File: src/rtl/apb_gpio_irq_pkg.sv
// gpio_irq_pkg: register map, DBCFG layout and defaults shared by the GPIO interrupt block.
package gpio_irq_pkg;
    localparam int NPINS_DEF = 16;
    localparam logic [2:0] REG_IE    = 3'd0;
    localparam logic [2:0] REG_MODE  = 3'd1;
    localparam logic [2:0] REG_POL   = 3'd2;
    localparam logic [2:0] REG_BOTH  = 3'd3;
    localparam logic [2:0] REG_PEND  = 3'd4;
    localparam logic [2:0] REG_FILT  = 3'd5;
    localparam logic [2:0] REG_DBCFG = 3'd6;
    localparam int DBCFG_DIV_LSB = 0;
    localparam int DBCFG_DIV_W   = 8;
    localparam int DBCFG_DBEN    = 8;
    typedef struct packed {
        logic       dben;
        logic [7:0] div;
    } dbcfg_t;
endpackage

File: src/rtl/apb_gpio_irq_if.sv
// apb_gpio_irq_if: APB3 slave bus bundle with master/slave views.
interface apb_gpio_irq_if;
    logic        PSEL;
    logic        PENABLE;
    logic        PWRITE;
    logic [31:0] PADDR;
    logic [31:0] PWDATA;
    logic [31:0] PRDATA;
    logic        PREADY;
    modport master (output PSEL, PENABLE, PWRITE, PADDR, PWDATA, input PRDATA, PREADY);
    modport slave  (input PSEL, PENABLE, PWRITE, PADDR, PWDATA, output PRDATA, PREADY);
endinterface

File: src/rtl/apb_gpio_irq_sync_filter.sv
// gpio_sync_filter: 2-flop pad synchronizer plus optional tick-sampled debounce producing FILT.
module gpio_sync_filter #(
    parameter int NPINS = 16
) (
    input  logic             clk_i,
    input  logic             rst_ni,
    input  logic [NPINS-1:0] gpio_i,
    input  logic             dben_i,
    input  logic [7:0]       div_i,
    input  logic             clr_i,
    output logic [NPINS-1:0] filt_o
);
    logic [NPINS-1:0] s1_q, s2_q, samp_q, samp_d, filt_q, filt_d, stable;
    logic [7:0]       cnt_q, cnt_d;
    logic             tick;
    always_comb begin
        tick   = dben_i && !clr_i && cnt_q == div_i;
        cnt_d  = (clr_i || !dben_i || tick) ? '0 : cnt_q + 8'd1;
        samp_d = clr_i ? '0 : tick ? s2_q : samp_q;
        // a pin only moves when two consecutive ticks agree on its level
        stable = ~(s2_q ^ samp_q);
        filt_d = !dben_i ? s2_q : tick ? (s2_q & stable) | (filt_q & ~stable) : filt_q;
    end
    always_ff @(posedge clk_i or negedge rst_ni) begin
        if (!rst_ni) begin
            s1_q   <= '0;
            s2_q   <= '0;
            samp_q <= '0;
            filt_q <= '0;
            cnt_q  <= '0;
        end else begin
            s1_q   <= gpio_i;
            s2_q   <= s1_q;
            samp_q <= samp_d;
            filt_q <= filt_d;
            cnt_q  <= cnt_d;
        end
    end
    assign filt_o = filt_q;
endmodule

File: src/rtl/apb_gpio_irq.sv
// apb_gpio_irq: APB-mapped GPIO edge/level interrupt controller with sticky W1C pending flags.
module apb_gpio_irq
    import gpio_irq_pkg::*;
#(
    parameter int NPINS = NPINS_DEF
) (
    input  logic             PCLK,
    input  logic             PRESETn,
    apb_gpio_irq_if.slave    apb,
    input  logic [NPINS-1:0] GPIOIN,
    output logic             IRQ
);
    logic [NPINS-1:0] ie_q, ie_d, mode_q, mode_d, pol_q, pol_d, both_q, both_d, pend_q, pend_d;
    logic [NPINS-1:0] filt, filtd_q, rise, fall, set_c, w1c, wdat;
    dbcfg_t           dbcfg_q, dbcfg_d;
    logic             irq_q, irq_d, wr;
    logic [2:0]       addr;
    logic             unused_bits;
    gpio_sync_filter #(.NPINS(NPINS)) u_filt (
        .clk_i  (PCLK),
        .rst_ni (PRESETn),
        .gpio_i (GPIOIN),
        .dben_i (dbcfg_q.dben),
        .div_i  (dbcfg_q.div),
        .clr_i  (wr && addr == REG_DBCFG),
        .filt_o (filt)
    );
    always_comb begin
        wr      = apb.PSEL & apb.PENABLE & apb.PWRITE;
        addr    = apb.PADDR[4:2];
        wdat    = apb.PWDATA[NPINS-1:0];
        ie_d    = (wr && addr == REG_IE)   ? wdat : ie_q;
        mode_d  = (wr && addr == REG_MODE) ? wdat : mode_q;
        pol_d   = (wr && addr == REG_POL)  ? wdat : pol_q;
        both_d  = (wr && addr == REG_BOTH) ? wdat : both_q;
        dbcfg_d = (wr && addr == REG_DBCFG)
                ? dbcfg_t'{dben: apb.PWDATA[DBCFG_DBEN], div: apb.PWDATA[DBCFG_DIV_LSB +: DBCFG_DIV_W]}
                : dbcfg_q;
        rise    = filt & ~filtd_q;
        fall    = ~filt & filtd_q;
        set_c   = (mode_q & ((both_q & (rise | fall)) | (~both_q & ((pol_q & rise) | (~pol_q & fall)))))
                | (~mode_q & ~(filt ^ pol_q));
        w1c     = (wr && addr == REG_PEND) ? wdat : '0;
        // a set in the same cycle overrides the clear, which also keeps held levels pending
        pend_d  = (pend_q & ~w1c) | set_c;
        irq_d   = |(pend_q & ie_q);
    end
    always_ff @(posedge PCLK or negedge PRESETn) begin
        if (!PRESETn) begin
            ie_q    <= '0;
            mode_q  <= '0;
            pol_q   <= '0;
            both_q  <= '0;
            pend_q  <= '0;
            dbcfg_q <= '0;
            filtd_q <= '0;
            irq_q   <= 1'b0;
        end else begin
            ie_q    <= ie_d;
            mode_q  <= mode_d;
            pol_q   <= pol_d;
            both_q  <= both_d;
            pend_q  <= pend_d;
            dbcfg_q <= dbcfg_d;
            filtd_q <= filt;
            irq_q   <= irq_d;
        end
    end
    assign apb.PRDATA = addr == REG_IE    ? 32'(ie_q)
                      : addr == REG_MODE  ? 32'(mode_q)
                      : addr == REG_POL   ? 32'(pol_q)
                      : addr == REG_BOTH  ? 32'(both_q)
                      : addr == REG_PEND  ? 32'(pend_q)
                      : addr == REG_FILT  ? 32'(filt)
                      : addr == REG_DBCFG ? 32'(dbcfg_q)
                      : 32'h0;
    assign apb.PREADY = 1'b1;
    assign IRQ = irq_q;
    assign unused_bits = ^{apb.PADDR[31:5], apb.PADDR[1:0], apb.PWDATA[31:NPINS]};
endmodule
File: src/flat_wrapper.sv
// flat-port wrapper written by rule: the top's interface ports become plain ports
module apb_gpio_irq_flat import gpio_irq_pkg::*;
#(
    parameter int NPINS = NPINS_DEF
)
  (PCLK, PRESETn, GPIOIN, IRQ, apb_PSEL, apb_PENABLE, apb_PWRITE, apb_PADDR, apb_PWDATA, apb_PRDATA, apb_PREADY);
  apb_gpio_irq_if apb_i ();
  input  logic PCLK;
  input  logic PRESETn;
  input  logic [NPINS-1:0] GPIOIN;
  output logic IRQ;
  input wire logic [$bits(apb_i.PSEL)-1:0] apb_PSEL;
  input wire logic [$bits(apb_i.PENABLE)-1:0] apb_PENABLE;
  input wire logic [$bits(apb_i.PWRITE)-1:0] apb_PWRITE;
  input wire logic [$bits(apb_i.PADDR)-1:0] apb_PADDR;
  input wire logic [$bits(apb_i.PWDATA)-1:0] apb_PWDATA;
  output wire logic [$bits(apb_i.PRDATA)-1:0] apb_PRDATA;
  output wire logic [$bits(apb_i.PREADY)-1:0] apb_PREADY;
  assign apb_i.PSEL = apb_PSEL;
  assign apb_i.PENABLE = apb_PENABLE;
  assign apb_i.PWRITE = apb_PWRITE;
  assign apb_i.PADDR = apb_PADDR;
  assign apb_i.PWDATA = apb_PWDATA;
  assign apb_PRDATA = apb_i.PRDATA;
  assign apb_PREADY = apb_i.PREADY;
  apb_gpio_irq #(.NPINS(NPINS)) u_core (.PCLK(PCLK), .PRESETn(PRESETn), .apb(apb_i), .GPIOIN(GPIOIN), .IRQ(IRQ));
endmodule
File: config.mk
export PLATFORM = sky130hd
export DESIGN_NAME = apb_gpio_irq_flat
export DESIGN_NICKNAME = d
export VERILOG_FILES = /design/src/rtl/apb_gpio_irq_pkg.sv /design/src/rtl/apb_gpio_irq_if.sv /design/src/rtl/apb_gpio_irq_sync_filter.sv /design/src/rtl/apb_gpio_irq.sv /design/src/flat_wrapper.sv
export SDC_FILE = /design/constraint.sdc
export NUM_CORES = 1
export LEC_CHECK = 0
export ABC_AREA = 1
export BUFFER_PORTS_ARGS = -buffer_cell sky130_fd_sc_hd__clkbuf_2
export CORE_UTILIZATION = 35
export DETAILED_ROUTE_END_ITERATION = 7
export PLACE_DENSITY_LB_ADDON = 0.2
export SYNTH_ARGS = -nofsm -noshare
export SYNTH_HDL_FRONTEND = slang
export SYNTH_SLANG_ARGS = --single-unit
File: constraint.sdc
create_clock -name PCLK -period 1.82 [get_ports PCLK]
set_input_delay 0.273 -clock PCLK [delete_from_list [all_inputs] [get_ports PCLK]]
set_output_delay 0.273 -clock PCLK [all_outputs]
set_load 0.02 [all_outputs]
# After elaboration in Yosys (flattened, before gate mapping)
# Cells that the tools add are included.
# Widths: inputs -> output; s select.
# word_totals
n_memories,0
mem_bits_rw,0
latch_bits,0
mem_bits_ro,0
reg_bits,178
# op_classes
n_addsub,1
n_bitwise,31
div,0
muxes,13
shifts,0
reduce_logical,15
eq_ne,8
n_mul,0
n_lt_le_gt_ge,0
# ops
operator,n
$and 16x16->16,12
$mux 32,6
$not 16->16,9
$or 16x16->16,6
$mux 16,5
$xor 16x16->16,2
$reduce_or 16->1,1
$eq 3x3->1 const B,3
$mux 9,1
$add 8x1->8 const B,1
$eq 8x8->1,1
$logic_and 1x1->1,8
$mux 8,1
$eq 3x2->1 const B,2
$eq 3x1->1 const B,1
$logic_not 3->1,1
$and 1x1->1,2
$logic_not 1->1,2
$logic_or 1x1->1,2
$ne 2x2->1 const B,1
$reduce_bool 2->1,1

# Logic depth before layout (Yosys ltp)
# logic_depth
ltp_word,9
mapped_depth,10
mapped_depth_nobuf,9

# Cells and area by module
# A second synthesis with hierarchy kept.
# hier_totals
cells_unflattened,1086
hier_area_um2,9054.9
# modules_own_cells
module,cells_each,instances,seq_area_each_um2,area_per_inst_um2
apb_gpio_irq,761,1,2652.5,5997.0
gpio_sync_filter,325,1,1801.7,3057.9

# Least setup slack after synthesis
# Ideal clock, no wire load.
# synth_timing
kind,reg2out
from,reg u_core.dbcfg_q[8] (netlist bit)
to,out apb_PRDATA[8]
n_path_buf,2
stages_incl_launch_ff,7
t_arrival_ps,1432
setup_slack_ps,115
path_cell_list,dfrtp_1 -> buf_2 -> inv_1 -> clkbuf_1 -> o211ai_1 -> nor2_1 -> nand4_1
# synth_via
elab_chain_cells,7
# synth_rtl
item,line,rtl
from (decl),apb_gpio_irq.sv:15,"dbcfg_t dbcfg_q, dbcfg_d;"
from (signal assigned),apb_gpio_irq.sv:64,dbcfg_q <= dbcfg_d;
$mux 9,apb_gpio_irq.sv:75,: addr == REG_DBCFG ? 32'(dbcfg_q)
$mux 32,apb_gpio_irq.sv:74,: addr == REG_FILT ? 32'(filt)
$mux 32,apb_gpio_irq.sv:73,: addr == REG_PEND ? 32'(pend_q)
$mux 32,apb_gpio_irq.sv:72,: addr == REG_BOTH ? 32'(both_q)
$mux 32,apb_gpio_irq.sv:71,: addr == REG_POL ? 32'(pol_q)
$mux 32,apb_gpio_irq.sv:70,: addr == REG_MODE ? 32'(mode_q)
$mux 32,apb_gpio_irq.sv:69,assign apb.PRDATA = addr == REG_IE ? 32'(ie_q)
to (decl),flat_wrapper.sv:17,output wire logic [$bits(apb_i.PRDATA)-1:0] apb_PRDATA;
# No other way between the ends.

# Worst setup path in the final report
# layout_timing
from,reg u_core.dbcfg_q[6] (netlist bit)
to,out apb_PRDATA[6]
# Same word-level chain as after synthesis.

==> flow_summary.yaml <==
logic_synthesis:
  ys_warn_count: 0
  post_synthesis_adder_cell_area_fraction: 0.04684
  synth_cells: 991
  yosys-top-cells-area: "sky130_fd_sc_hd__dfrtp_1 51%, sky130_fd_sc_hd__nand2_1 9.9%, sky130_fd_sc_hd__o21ai_0 7.1%, sky130_fd_sc_hd__ha_1 4.7%, sky130_fd_sc_hd__inv_1 4.2%"
  synth_top_family_by_area: "simple AND/OR/NAND/NOR gates"
  synth_top_cell_area_share: 0.5053
  number_of_distinct_standard_cells_referenced_by_the_synthesized_netlist: 39
  netlist.top_cell.by_area: "sky130_fd_sc_hd__dfrtp_1"
  synth_xor_area_frac: 0.02683
  syn-mean-instance-area_um2: 8.895
  post_synthesis_share_of_cell_area_spent_on_and_or_nand_and_nor_gates: 0.2078
  post_synth_mux_area_share: 0.01150
  seq_area_frac_synth: 0.5053
  post_synthesis_instance_area_um2: 8815
  synth.ff_latch_count: 178
  synth-compound-area-share: 0.1225
routing:
  dr_total_vias: 6916
  drt_first_pass_iters: 5
  drt_wl_total_mm: 21.42
  wl_per_cell_um: 14.85
  drt_iter0_markers: 420
  drc: 0
  post_drt_via_cell_ratio: 4.793
  antenna_left: 0
clocking:
  clkSlewWorstSetupHoldPaths_ns: 0.07
  h-tree-depth: 4
  cts_root_buf: "sky130_fd_sc_hd__clkbuf_16"
  clock_latency_ns: 0.43
  tritoncts_clock_tree: "yes"
  ctsLongestPathBuffers: 2
  numCtsBuffers: 17
  tritoncts_num_sinks: 178
global_routing:
  grt_pass1_vias: 6444
  grt.total_usage: 0.1761
  gr-usage-met3: 0.03306
  grt_pass1_wl_mm: 35.24
  grt_use_met1: 0.2514
  global_route.peak_usage_layer: "met2"
  antenna_found_initial: 0
  pin_count_of_the_biggest_net_entering_global_routing: 52
  use_met2: 0.2741
  globalRoute.totalOverflow: 0
die:
  floorplan.core_area_um2: 24530
  die-width_um: 160.7
  floorplan.initialDensity: 0.3593
  die-height_um: 160.7
  design.die.area_um2: 25820
  placementRows: 57
  io_pins: 119
place:
  place_hpwl_mm: 14.86
  place.port_buffers: 56
  globalplace.congestion: 0.8251
cells_and_area:
  synthToLayoutAreaGrowth_pct: 20.87
  fin_util: 0.4343
  antenna-diode-count: 0
  drive_above_1_share: 0.1895
  final_net_count: 1225
sta:
  worst_clock_skew_on_the_final_layout_ns: 0.01221
  slew_headroom: 0.6517
  finalHoldViolations: 0
  max_freq_mhz: 551.5
  fin_crit_ns: 1.813
  final_min_period_over_clock_period: 0.9963
  report.final.slew_viol_count: 0
  total_negative_setup_slacks_ns: 0
  hold_ws_ns: 0.08621
  setup_repair_after_global_routing_missed_its_margin: "yes"
  finalSetupViolations: 0
  tightest_slew_ns: 0.5225
setup_path:
  worstSetupEndpointType: "output pin"
  startpoint_type: "register"
  timing.critical_path.fanout_max: 2
  worst-path-buf-inv: 2
  slowest_delay_ns: 0.39
  cpMaxStageDelayCell: "sky130_fd_sc_hd__dfrtp_1"
  cp_data_required_time_ns: 1.55
  setup_cp_type: "reg -> out"
  cells_along_the_critical_path: "inv_2 > o211ai_1 > nor2_1 > nand4_1 > buf_4"
  critical_path_arrival_ns: 1.54
  cp_top_family: "flip-flops"
flow_run:
  cap_viol_max_count: 0
pwr:
  power.static_leakage_uw: 0.004906
  vdd_drop_max_mv: 0.4236
  pwr_density_cell_nw_per_um2: 1105
status:
  run_status: "finished clean"
worst_hold_path:
  worst_hold_path_type: "in -> reg"
## timing repair
| action | 4_1_cts | 5_1_grt |
|---|---|---|
| pin swaps | 0 | 10 |
| resized for setup | 4 | 41 |
| buffers inserted | 0 | 18 |
| setup endpoints to repair | 3 | 15 |
| hold buffers | 17 | 0 |
| hold endpoints to repair | 62 | 0 |
## where the power goes
| group | internal [µW] | switching [µW] |
|---|---|---|
| Sequential | 4600 | 654 |
| Combinational | 1180 | 1460 |
| Clock | 2280 | 1590 |
## metal layers
metal	wire, µm	up-vias
met5	0	-
met4	202	0
met3	972	18
met2	9817	162
met1	10430	3245
li1	-	3491
## cell type report
type | count | area, µm²
clock buffers | 20 | 466.7
clock inverters | 11 | 150.1
fillers | 2423 | 13880
inverters | 105 | 399.1
multi-input cells | 672 | 3731
flip-flops and latches | 178 | 4469
well taps | 324 | 405.4
repair buffers | 133 | 1032
## state kept, by name (all words and copies together), names as in the netlist, named ones only
signal and cells:
u_core.IRQ 1, u_core.both_q 16, u_core.dbcfg_q 9, u_core.filtd_q 16, u_core.ie_q 16, u_core.mode_q 16
u_core.pend_q 16, u_core.pol_q 16, u_core.u_filt.cnt_q 8, u_core.u_filt.s1_q 16, u_core.u_filt.s2_q 16, u_core.u_filt.samp_q 16
## worst paths after layout
path	startpoint	slack (ns)	cells past startpoint	end
max in group asynchronous	PRESETn	0.85	3	u_core.pol_q[3]$_DFFE_PN0P_
hold / removal	apb_PWDATA[7]	0.09	3	u_core.dbcfg_q[7]$_DFFE_PN0P_
min in group asynchronous	PRESETn	0.37	2	u_core.u_filt.s1_q[2]$_DFF_PN0_
hold reg to reg	u_core.u_filt.s1_q[4]$_DFF_PN0_	0.35	0	u_core.u_filt.s2_q[4]$_DFF_PN0_
setup / recovery	u_core.dbcfg_q[6]$_DFFE_PN0P_	0.007	5	apb_PRDATA[6]
setup reg to reg	u_core.u_filt.cnt_q[4]$_DFF_PN0_	0.22	9	u_core.u_filt.samp_q[14]$_DFFE_PN0P_
## placed cells by master, fill, tap and decap left out, drive strengths merged, types with 9 or more instances in the layout
cell           n
conb          17
nand3         57
clkbuf        65
o21ai        127
dlygate4sd3   17
nand4         41
or2           16
xnor2         19
nand2        236
dfrtp        178
nor2          37
a21oi         17
mux2           9
ha            33
o211ai        18
inv          107
buf           71
## Yosys cell counts
library cell               number
sky130_fd_sc_hd__nor3b_1        3
sky130_fd_sc_hd__nor3_1         3
sky130_fd_sc_hd__clkbuf_1      17
sky130_fd_sc_hd__a221oi_1       4
sky130_fd_sc_hd__clkinv_1       2
sky130_fd_sc_hd__nor2_2         1
sky130_fd_sc_hd__nand3_1       54
sky130_fd_sc_hd__nor2_1        33
sky130_fd_sc_hd__ha_1          33
sky130_fd_sc_hd__nand2_4        1
sky130_fd_sc_hd__a21oi_1       17
sky130_fd_sc_hd__nor2_8         2
sky130_fd_sc_hd__o21a_1         8
sky130_fd_sc_hd__nand2_2        2
sky130_fd_sc_hd__o21bai_1       1
sky130_fd_sc_hd__nand3_2        1
sky130_fd_sc_hd__or2_2         16
sky130_fd_sc_hd__buf_6          2
sky130_fd_sc_hd__o211ai_1      18
sky130_fd_sc_hd__buf_2         13
sky130_fd_sc_hd__conb_1         2
sky130_fd_sc_hd__inv_2          3
sky130_fd_sc_hd__xnor2_1       19
sky130_fd_sc_hd__nand2_1      233
sky130_fd_sc_hd__nor2_4         1
sky130_fd_sc_hd__o221ai_1       7
sky130_fd_sc_hd__o21ai_0      125
sky130_fd_sc_hd__nand3_4        2
sky130_fd_sc_hd__inv_4          1
sky130_fd_sc_hd__dfrtp_1      178
sky130_fd_sc_hd__nor3_4         2
sky130_fd_sc_hd__mux2_2         9
sky130_fd_sc_hd__nor3_2         1
sky130_fd_sc_hd__buf_4         19
sky130_fd_sc_hd__o21ai_1        2
sky130_fd_sc_hd__nand4_1       41
sky130_fd_sc_hd__inv_1         99
sky130_fd_sc_hd__xor2_1         8
sky130_fd_sc_hd__a21boi_0       8
## worst reg2reg max path, stage by stage, from the launching register on
cell                      delay [ns]
sky130_fd_sc_hd__dfrtp_1        0.41
sky130_fd_sc_hd__inv_1          0.09
sky130_fd_sc_hd__nand2_1        0.06
sky130_fd_sc_hd__nand2_1        0.05
sky130_fd_sc_hd__nand2_1        0.08
sky130_fd_sc_hd__nor2_4         0.27
sky130_fd_sc_hd__nand3_4        0.15
sky130_fd_sc_hd__buf_4          0.22
sky130_fd_sc_hd__nand3_1        0.07
sky130_fd_sc_hd__o21ai_0        0.07
## kinds of logic (layout without fill, tap and decap cells)
group                      Yosys count  in the layout
AOI/OAI and AO/OA                  190            190
muxes                                9              9
DFF                                178            178
other                                2             17
and+or+nand+nor                    396            396
buffers and inverters              156            269
adders and majority gates           33             33
xor gates and xnor gates            27             27
## per-stage QoR
step	power, µW	instance area (µm²)	std cells	setup WS [ns]
after floorplan	6882	8871	1006	0.1153
after detailed placement	7749	9684	1377	0.02780
after global routing	12530	10650	1443	-0.06785
final	11770	10650	1443	0.006810
after global placement	7674	9684	1377	0.05091
after CTS	11710	10480	1425	0.001944
No activity file was read; power rests on OpenSTA's default activity.
